<file path="src/rtl/prog_loader_pkg.sv">
// Shared processor defines: instruction memory geometry and loader state encoding.
package prog_loader_pkg;
  localparam int IMEM_DEPTH = 32;
  localparam int ADDR_W     = $clog2(IMEM_DEPTH);

  typedef enum logic [2:0] {
    IDLE  = 3'd0,
    LEN   = 3'd1,
    DATA  = 3'd2,
    WRITE = 3'd3,
    RUN   = 3'd4,
    ERR   = 3'd5
  } ld_state_t;
endpackage

</file>
<file path="src/rtl/prog_loader_byte_packer.sv">
// Little-endian byte-to-word assembler: 2-bit byte counter plus a 32-bit right-shift register.
module byte_packer (
  input  logic        clk,
  input  logic        reset,
  input  logic        clr,
  input  logic        shift_en,
  input  logic [7:0]  byte_data,
  output logic [31:0] word,
  output logic        word_ready
);
  logic [1:0] cnt;

  always_ff @(posedge clk or posedge reset) begin
    if (reset) begin
      cnt  <= '0;
      word <= '0;
    end else if (clr) begin
      cnt  <= '0;
      word <= '0;
    end else if (shift_en) begin
      cnt  <= cnt + 2'd1;
      // first byte ends up in [7:0] after four shifts
      word <= {byte_data, word[31:8]};
    end
  end

  // high on the transfer that delivers the fourth byte of a word
  assign word_ready = shift_en && (cnt == 2'd3);
endmodule

</file>
<file path="src/rtl/prog_loader.sv">
// Host byte-stream program loader: count byte, then N little-endian words into imem; holds the datapath in reset until done.
module prog_loader #(
  parameter int IMEM_DEPTH = prog_loader_pkg::IMEM_DEPTH,
  parameter int ADDR_W     = prog_loader_pkg::ADDR_W
) (
  input  logic              clk,
  input  logic              reset,
  input  logic              byte_valid,
  input  logic [7:0]        byte_data,
  output logic              byte_ready,
  output logic              imem_we,
  output logic [ADDR_W-1:0] imem_addr,
  output logic [31:0]       imem_wdata,
  output logic              cpu_reset,
  output logic              done,
  output logic              error
);
  import prog_loader_pkg::*;

  ld_state_t         state;
  logic [ADDR_W:0]   n_words;
  logic [ADDR_W-1:0] idx;
  logic [ADDR_W:0]   idx_nxt;
  logic [31:0]       pk_word;
  logic              pk_ready;
  logic              xfer;
  logic              len_ok;

  assign xfer    = byte_valid && byte_ready;
  assign len_ok  = (int'(byte_data) >= 1) && (int'(byte_data) <= IMEM_DEPTH);
  assign idx_nxt = {1'b0, idx} + (ADDR_W+1)'(1);

  byte_packer u_pk (
    .clk        (clk),
    .reset      (reset),
    .clr        (state == LEN),
    .shift_en   (xfer && (state == DATA)),
    .byte_data  (byte_data),
    .word       (pk_word),
    .word_ready (pk_ready)
  );

  always_ff @(posedge clk or posedge reset) begin
    if (reset) begin
      state      <= IDLE;
      byte_ready <= 1'b0;
      imem_we    <= 1'b0;
      imem_addr  <= '0;
      imem_wdata <= '0;
      cpu_reset  <= 1'b1;
      done       <= 1'b0;
      error      <= 1'b0;
      n_words    <= '0;
      idx        <= '0;
    end else begin
      imem_we <= 1'b0;
      unique case (state)
        IDLE: begin
          state      <= LEN;
          byte_ready <= 1'b1;
        end
        LEN: if (xfer) begin
          n_words <= (ADDR_W+1)'(byte_data);
          idx     <= '0;
          if (len_ok) begin
            state <= DATA;
          end else begin
            state      <= ERR;
            byte_ready <= 1'b0;
            error      <= 1'b1;
          end
        end
        DATA: if (pk_ready) begin
          // capture the completed word straight from the last byte so the write is registered
          state      <= WRITE;
          byte_ready <= 1'b0;
          imem_we    <= 1'b1;
          imem_addr  <= idx;
          imem_wdata <= {byte_data, pk_word[31:8]};
        end
        WRITE: begin
          if (idx_nxt < n_words) begin
            idx        <= idx_nxt[ADDR_W-1:0];
            state      <= DATA;
            byte_ready <= 1'b1;
          end else begin
            state     <= RUN;
            cpu_reset <= 1'b0;
            done      <= 1'b1;
          end
        end
        default: ;
      endcase
    end
  end
endmodule

</file>
<file path="config.mk">
export PLATFORM = sky130hd
export DESIGN_NAME = prog_loader
export DESIGN_NICKNAME = d
export VERILOG_FILES = /design/src/rtl/prog_loader_pkg.sv /design/src/rtl/prog_loader_byte_packer.sv /design/src/rtl/prog_loader.sv
export SDC_FILE = /design/constraint.sdc
export NUM_CORES = 1
export LEC_CHECK = 0
export ABC_AREA = 1
export BUFFER_PORTS_ARGS = -buffer_cell sky130_fd_sc_hd__buf_2
export CAP_MARGIN = 10
export CORE_MARGIN = 2
export CORE_UTILIZATION = 40
export DETAILED_ROUTE_END_ITERATION = 8
export GPL_TIMING_DRIVEN = 0
export PLACE_DENSITY = 0.71
export SLEW_MARGIN = 25
export SYNTH_ARGS = -nofsm -noshare
export SYNTH_HDL_FRONTEND = slang
export SYNTH_SLANG_ARGS = --single-unit
export TNS_END_PERCENT = 1
</file>
<file path="constraint.sdc">
create_clock -name clk -period 5.05 [get_ports clk]
set_clock_uncertainty 0.15 [all_clocks]
set_input_delay 0.505 -clock clk [delete_from_list [all_inputs] [get_ports clk]]
set_output_delay 0.505 -clock clk [all_outputs]
set_load 0.1 [all_outputs]
</file>
; Word-level counts from Yosys, hierarchy flattened
; Cells that the tools add are included.
[totals]
ff_bits = 90
input_bits = 11
word_cells = 61
out_inout_bits = 42
[classes]
eq_ne = 8
bitwise_logic = 2
mux = 19
addsub = 2
n_lt_le_gt_ge = 3
n_reduce_logical = 15
[op_table]
columns = op, n
row1 = $mux W32, 2
row2 = $mux W3, 4
row3 = $pmux W3 S4, 1
row4 = $mux W5, 2
row5 = $pmux W5 S2, 1
row6 = $reduce_and A3 Y1, 3
row7 = $ge A8 B1 Y1 const B, 1
row8 = $le A8 B6 Y1 const B, 1
row9 = $ne A2 B2 Y1 const B, 4
row10 = $add A5 B1 Y6 const B, 1
row11 = $eq A3 B2 Y1 const B, 2
row12 = $lt A6 B6 Y1, 1
row13 = $mux W1, 6
row14 = $reduce_and A2 Y1, 3
row15 = $reduce_and A5 Y1, 1
row16 = $logic_and A1 B1 Y1, 4
row17 = $mux W2, 2
row18 = $pmux W1 S4, 1
row19 = $reduce_bool A2 Y1, 2
row20 = $reduce_bool A4 Y1, 1
row21 = $eq A3 B1 Y1 const B, 1
row22 = $logic_not A3 Y1, 1
row23 = $add A2 B1 Y2 const B, 1
row24 = $eq A2 B2 Y1 const B, 1
row25 = $not A1 Y1, 2

; Depth between registers and ports, before layout
; Gate-level depths: netlist (run 1).
[logic_depth]
ltp_word = 5
mapped_depth = 13
depth_no_buf = 13

; Hierarchy
; A second synthesis (run 1) with hierarchy kept.
[hier_totals]
cells_unflattened = 441
area_unflattened_um2 = 3965.1
[modules_own_cells]
columns = module, seq_area_each_um2, area_per_inst_um2, instances, cells_per_inst
row1 = prog_loader, 1402.6, 2472.4, 1, 288
row2 = byte_packer, 850.8, 1492.7, 1, 153

; Worst setup path before layout (run 1)
; No wires, ideal clock.
[synth_timing]
path_type = reg2reg
from = reg idx[0]
to = reg done
arrival_ns = 1.882
path_slack_ns = 2.890
setup_ns = 0.128
period_less_slack_ns = 2.160
path_stages_with_launch = 12
path_buffers = 0
required_time_ns = 4.772
path_cell_list = dfrtp_1 > ha_1 > nand3_1 > xor2_1 > ha_1 > nand2_1 > inv_1 > a21oi_1 > nand2_1 > nand2_1 > inv_1 > or2_2
[synth_between]
elab_chain_len = 4
[synth_lines]
columns = element, line
row1 = from (decl), prog_loader.sv:22  ; logic [ADDR_W-1:0] idx;
row2 = from (signal assigned), prog_loader.sv:83  ; idx <= idx_nxt[ADDR_W-1:0];
row3 = $add A5 B1 Y6, prog_loader.sv:31  ; assign idx_nxt = {1'b0, idx} + (ADDR_W+1)'(1);
row4 = $lt A6 B6 Y1, prog_loader.sv:82  ; if (idx_nxt < n_words) begin
row5 = $not A1 Y1 (no line), n/a
row6 = $reduce_and A2 Y1 (no line), n/a
row7 = to (signal assigned), prog_loader.sv:51  ; done <= 1'b0;
row8 = to (signal assigned), prog_loader.sv:89  ; done <= 1'b1;
row9 = to (decl), prog_loader.sv:15  ; output logic done,
; No other way between the ends.
; A chain may end at the register's enable or synchronous reset.

; Worst setup path in the final report (run 1)
; Ends and elaborated chain as after synthesis.

==> flow_metrics.tcl, run 1 <==
set metrics [dict create \
    setup_viol 0 \
    min_path_type "input port to asynchronous set/reset pin" \
    h-tree-depth 3 \
    drc 0 \
    cpMaxStageDelayCell "dfrtp_1" \
    max-slew-margin-rel_pct 61.5 \
    die_x_um 99.3 \
    max_stage_delay_ps 480 \
    ant_nets 0 \
    synth_fp_nets 400 \
    n_antenna_cell 0 \
    dp.cells 543 \
    crit_required_ps 5140 \
    ir_drop_mv 0.145 \
    drt_iter0_markers 125 \
    grt.total_usage_pct 16.8 \
    hold_violations 0 \
    holdBufCountCts 0 \
    drt_first_pass_iters 5 \
    post-cts-setup-buffer-count 0 \
    cts_tree "yes" \
    cts_resized 0 \
    utilization_pct 48.5 \
    cpMostUsedCell "nand2_1" \
    cp-start-kind "flop" \
    worstPathArrival_ps 2560 \
    fin_crit_sh_pct 48.9 \
    ctsRootBufferMaster "clkbuf_8" \
    synth_cell_types 27 \
    die-height_um 99.3 \
    grt-ovfl-total 0 \
    cts.sinks 82 \
    seq_area_sq_um 2050 \
    wl_um 7760 \
    end_kind "flop" \
    cts_buffer_depth 2 \
    outcome "completed" \
    gp_congestion 0.825 \
    layout-drive-gt1-share_pct 28.4 \
    path_class "flop to flop" \
    final.setup.tns_ps 0 \
    hold_slack_ps 67.1 \
    area_growth_pct 17.2 \
    core_region_area_sq_um 8760 \
    cp_cell_sequence "ha_1 > nand3_1 > xor2_1 > ha_1 > nand2_1 > inv_1 > a21oi_1 > nand2_1 > nand2_1 > inv_1 > or2_2" \
    nets 464 \
    final_cells 559 \
    p_leak_nw 2.17 \
    hpwl_um 5790 \
    dieArea_sq_um 9850 \
    rows 34 \
    io_buffer_count 52 \
    synthesis.area_sq_um 3630 \
    vias 2788 \
    rsz0062_at_grt "no" \
    powerDensity_nw_per_um2 275 \
    path_clk_slew_ps 80 \
    worstSkewPairLatency_ps 350 \
    ys_ff_latch 82 \
    layout_min_cycle_time_ps 2470 \
    fmax_mhz 405 \
    yosys_warnings 0 \
    critPathMaxFanout 7 \
    antenna_found_initial 0 \
    tightest_slew_ps 578 \
    multi_input_area_sq_um 1240 \
    slew_viol_final 0 \
    grt_max_degree 47 \
    start_util_pct 41.4 \
    grt_pass1_vias 2756 \
    cap_violations 0 \
    nFillCells 847 \
    via_per_inst 4.99 \
    cts_inserted_buffers 9 \
    grt_pass1_wl_um 13200 \
    pin_count 53 \
    wire_per_inst_um 13.9 \
    syn_inst 382 \
    yosysSeqAreaShare_pct 56.6 \
    avgSynthCellArea_sq_um 9.50 \
]
==> per-layer routing <==
metal,global-route usage [%],vias to the layer above,part of all wire (%)
met1,24.1,1352,48
met3,3.58,12,5.5
met5,0,-,0
li1,-,1350,-
met4,6.85,0,1.8
met2,24.8,74,44
==> per-stage QoR <==
| step | instance area (sq um) | total power [mW] | setup slack (ps) |
|---|---|---|---|
| finish | 4250 | 1.17 | 2580 |
| global route | 4250 | 1.21 | 2390 |
| CTS | 4250 | 1.18 | 2590 |
| detailed placement | 4050 | 0.697 | 2600 |
| global placement | 4030 | 0.694 | 1390 |
| floorplan | 3630 | 0.684 | 2290 |
==> worst paths after layout <==
path / from / to / slack [ps] / cells after the start
min in group clk: byte_data[1] / u_pk.word[25] / 280 / 3
max: idx[0] / done / 2580 / 11
max reg2reg: idx[0] / done / 2580 / 11
max in group asynchronous: reset / cpu_reset / 4020 / 3
min reg2reg: cpu_reset / cpu_reset / 290 / 2
min: reset / imem_wdata[0] / 70 / 2
==> flip-flops by register name, indices dropped and copies added (netlist names) <==
register    count
imem_wdata     32
u_pk.word      24
n_words         6
idx             5
imem_addr       5
state           3
u_pk.cnt        2
byte_ready      1
cpu_reset       1
done            1
error           1
imem_we         1
==> cell usage after synthesis <==
library cell / number / area [sq um]
o21ai_1: 7 / 35.0
o21ai_0: 34 / 170
xor2_1: 3 / 26.3
nand4_1: 2 / 12.5
nor2_4: 1 / 11.3
nand2_2: 1 / 6.26
o22ai_1: 1 / 6.26
inv_1: 53 / 199
buf_6: 6 / 67.6
nor2_1: 10 / 37.5
nand3_2: 1 / 10.0
dfstp_2: 1 / 26.3
a31o_2: 1 / 8.76
inv_2: 3 / 11.3
nand2_1: 83 / 312
o21ai_2: 31 / 272
buf_2: 5 / 25.0
or2_2: 1 / 6.26
ha_1: 7 / 87.6
a21oi_1: 3 / 15.0
nor2_2: 2 / 12.5
nand3b_1: 1 / 7.51
dfrtp_1: 81 / 2030
nand3_1: 38 / 190
buf_4: 4 / 30.0
inv_4: 1 / 6.26
nand2_4: 1 / 11.3
==> kinds of logic (layout without fill, tap and decap cells) <==
kind of cell	Yosys count	count (layout)	synth area share (%)
fa+ha+maj	7	7	2.41
buf+inv	72	141	9.34
simple gates	141	141	17.0
xor+xnor	3	3	0.724
flops	82	82	56.6
compound gates	77	77	14.0
==> cell usage in the layout, fill, tap and decap left out <==
| master | n |
|---|---|
| nand2_1 | 83 |
| dfrtp_1 | 81 |
| buf_2 | 57 |
| inv_1 | 52 |
| nand3_1 | 38 |
| o21ai_0 | 34 |
| o21ai_2 | 31 |
| clkbuf_8 | 11 |
| nor2_1 | 10 |
| o21ai_1 | 7 |
| ha_1 | 7 |
| buf_6 | 6 |
| buf_4 | 4 |
| inv_2 | 3 |
| a21oi_1 | 3 |
| xor2_1 | 3 |
| nor2_2 | 2 |
| inv_4 | 2 |
| nand4_1 | 2 |
| clkinvlp_4 | 2 |
| nand3_2 | 1 |
| nand2_4 | 1 |
| nand3b_1 | 1 |
| nand2_2 | 1 |
| a31o_2 | 1 |
| or2_2 | 1 |
| nor2_4 | 1 |
| o22ai_1 | 1 |
| clkinv_2 | 1 |
| clkbuf_1 | 1 |
| bufinv_16 | 1 |
| dfstp_2 | 1 |
| buf_12 | 1 |
==> final cells by class <==
class	count	area share (%)
Clock buffer	12	3.65
Multi-Input combinational cell	228	29.1
Clock inverter	4	1.18
Sequential cell	82	48.3
Buffer	15	2.88
Tap cell	108	3.18
Inverter	57	5.15
Timing Repair Buffer	53	6.59
==> worst max-delay path, delay by kind of cell (launching register included) <==
kind	cells	cell delay, ps
simple gates	5	670
fa+ha+maj	2	550
flops	1	480
xor+xnor	1	230
compound gates	1	170
buf+inv	2	120
==> where the power goes <==
group	switching, mW	internal, mW
Clock	0.232	0.255
Sequential	0	0.656
Combinational	0.0210	0.00589
Total	0.253	0.917
(Power assumes the default switching activity.)
==> run 2: changes to the inputs <==
==> constraint.sdc (replaced) <==
create_clock -name clk -period 2.33 [get_ports clk]
set_clock_uncertainty 0.15 [all_clocks]
set_input_delay 0.233 -clock clk [delete_from_list [all_inputs] [get_ports clk]]
set_output_delay 0.233 -clock clk [all_outputs]
set_load 0.1 [all_outputs]
==> run 2 against run 1 <==
Combinational power grew 140%. Sequential cell count is the same. Clock power grew 130%. Worst hold slack lost 46 ps. Cell area grew 3.2%. Total power grew 120%. Global-route usage shrank 0.24 points. Core utilization grew 1.5 points. Sequential share of layout area shrank 1.5 points. Cell count grew 1.6%. Critical path depth is the same. Register-to-register slack lost 2500 ps.
==> flow_metrics.tcl, run 2 (synthesized netlist as in run 1, its figures left out) <==
set metrics [dict create \
    holdPathStages 3 \
    timing.critical_path.from "idx[1]" \
    utilization_pct 50.1 \
    setup_viol 0 \
    hold_violations 0 \
    gp_congestion 0.824 \
    die_x_um 99.3 \
    antenna_found_initial 0 \
    max-slew-margin-rel_pct 64.4 \
    grt.total_usage_pct 16.5 \
    grt_max_degree 31 \
    dieArea_sq_um 9850 \
    largest_reg_flops 32 \
    powerDensity_nw_per_um2 593 \
    critPathCapture "done" \
    drt_first_pass_iters 4 \
    r2r_cells 11 \
    grt-ovfl-total 0 \
    outcome "completed" \
    reg_top3 "imem_wdata (32), u_pk.word (24), n_words (6)" \
    drc 0 \
    cts_tree "yes" \
    hold_slack_ps 20.9 \
    rows 34 \
    cap_violations 0 \
    rsz0062_at_grt "yes" \
    layout_min_cycle_time_ps 2240 \
    layout-drive-gt1-share_pct 32.0 \
    path_clk_slew_ps 80 \
    end_kind "flop" \
    cts_buffer_depth 2 \
    worstSkewPairLatency_ps 340 \
    reg2reg_to "done" \
    fmax_mhz 447 \
    seq_area_sq_um 2050 \
    min_path_type "input port to flop" \
    ctsRootBufferMaster "clkbuf_8" \
    critPathMaxFanout 4 \
    dp.cells 544 \
    hpwl_um 5810 \
    n_antenna_cell 0 \
    p_leak_nw 2.22 \
    h-tree-depth 3 \
    path_class "flop to flop" \
    area_growth_pct 20.9 \
    final.setup.tns_ps 0 \
    die-height_um 99.3 \
    nets 473 \
    core_region_area_sq_um 8760 \
    pin_count 53 \
    worstPathArrival_ps 2310 \
    regMostFlops "imem_wdata" \
    grt_pass1_vias 2662 \
    fin_crit_sh_pct 96.0 \
    multi_input_area_sq_um 1280 \
    ir_drop_mv 0.312 \
    slew_viol_final 0 \
    nFillCells 804 \
    vias 2786 \
    cts_inserted_buffers 9 \
    tightest_slew_ps 532 \
    start_util_pct 41.4 \
    crit_required_ps 2400 \
    wire_per_inst_um 13.7 \
    io_buffer_count 52 \
    wl_um 7780 \
    final_cells 568 \
    cts.sinks 82 \
    ant_nets 0 \
    r2r_slack_ps 90 \
    cp-start-kind "flop" \
    mostFrequentLayoutCells "80 x nand2_1, 80 x dfrtp_1, 57 x buf_2" \
    via_per_inst 4.90 \
    drt_iter0_markers 141 \
    worstReg2RegStart "idx[1]" \
    grt_pass1_wl_um 13100 \
]
-- run 2: worst max-delay path, stage by stage (launching register included) --
cell     delay (ps)
dfrtp_1         410
ha_2            210
nand3_2         100
xor2_2          200
ha_1            310
nand2_2          80
inv_2            50
a21oi_4         130
nand2_1          80
nand2_2         100
inv_2            40
or2_2           260
-- run 2: through the flow --
stage                     total power [mW]  instance area [sq um]  setup slack [ps]
after detailed placement              1.51                   4070             -86.0
after floorplan                       1.48                   3630               170
after global routing                  2.69                   4390             -34.1
after CTS                             2.63                   4340              5.77
final                                 2.60                   4390              94.0
after global placement                1.51                   4030             -37.9
-- run 2: what timing repair did --
action | CTS | global route
resized for setup | 2 | 10
gates cloned | 0 | 0
setup buffers | 5 | 2
pin swaps | 0 | 6
hold endpoints to repair | 22 | 0
hold buffers | 1 | 0
setup endpoints to repair | 5 | 8
-- run 2: power breakdown --
part	total, mW	internal, mW	leakage (nW)	switching, mW
registers	1.42	1.42	1.13	0
clock network	1.12	0.606	0.103	0.510
logic	0.0641	0.0172	0.995	0.0469
total	2.60	2.04	2.22	0.557
-- run 2: worst min path at each step --
| stage | startpoint | to |
|---|---|---|
| detailed placement | reset | imem_wdata[0] |
| finish | byte_data[1] | u_pk.word[25] |
| floorplan | byte_data[0] | u_pk.word[24] |
| global placement | cpu_reset | cpu_reset |
| CTS | byte_data[1] | u_pk.word[25] |
| global route | byte_data[4] | u_pk.word[28] |
-- run 2: layout make-up --
| cell class | count | area share (%) |
|---|---|---|
| Inverter | 57 | 5.02 |
| Tap cell | 108 | 3.08 |
| Clock buffer | 10 | 2.91 |
| Clock inverter | 6 | 2.02 |
| Sequential cell | 82 | 46.8 |
| Buffer | 15 | 2.79 |
| Multi-Input combinational cell | 228 | 29.1 |
| Timing Repair Buffer | 62 | 8.27 |
-- run 2: metal layers --
metal	share of wire, %	up-vias	track usage, %	wire length, um
met5	0	-	0	0
met4	1.3	0	4.85	102
met3	5.4	10	3.16	419
met2	44	76	24.2	3410
met1	50	1336	25.1	3860
li1	-	1364	-	-
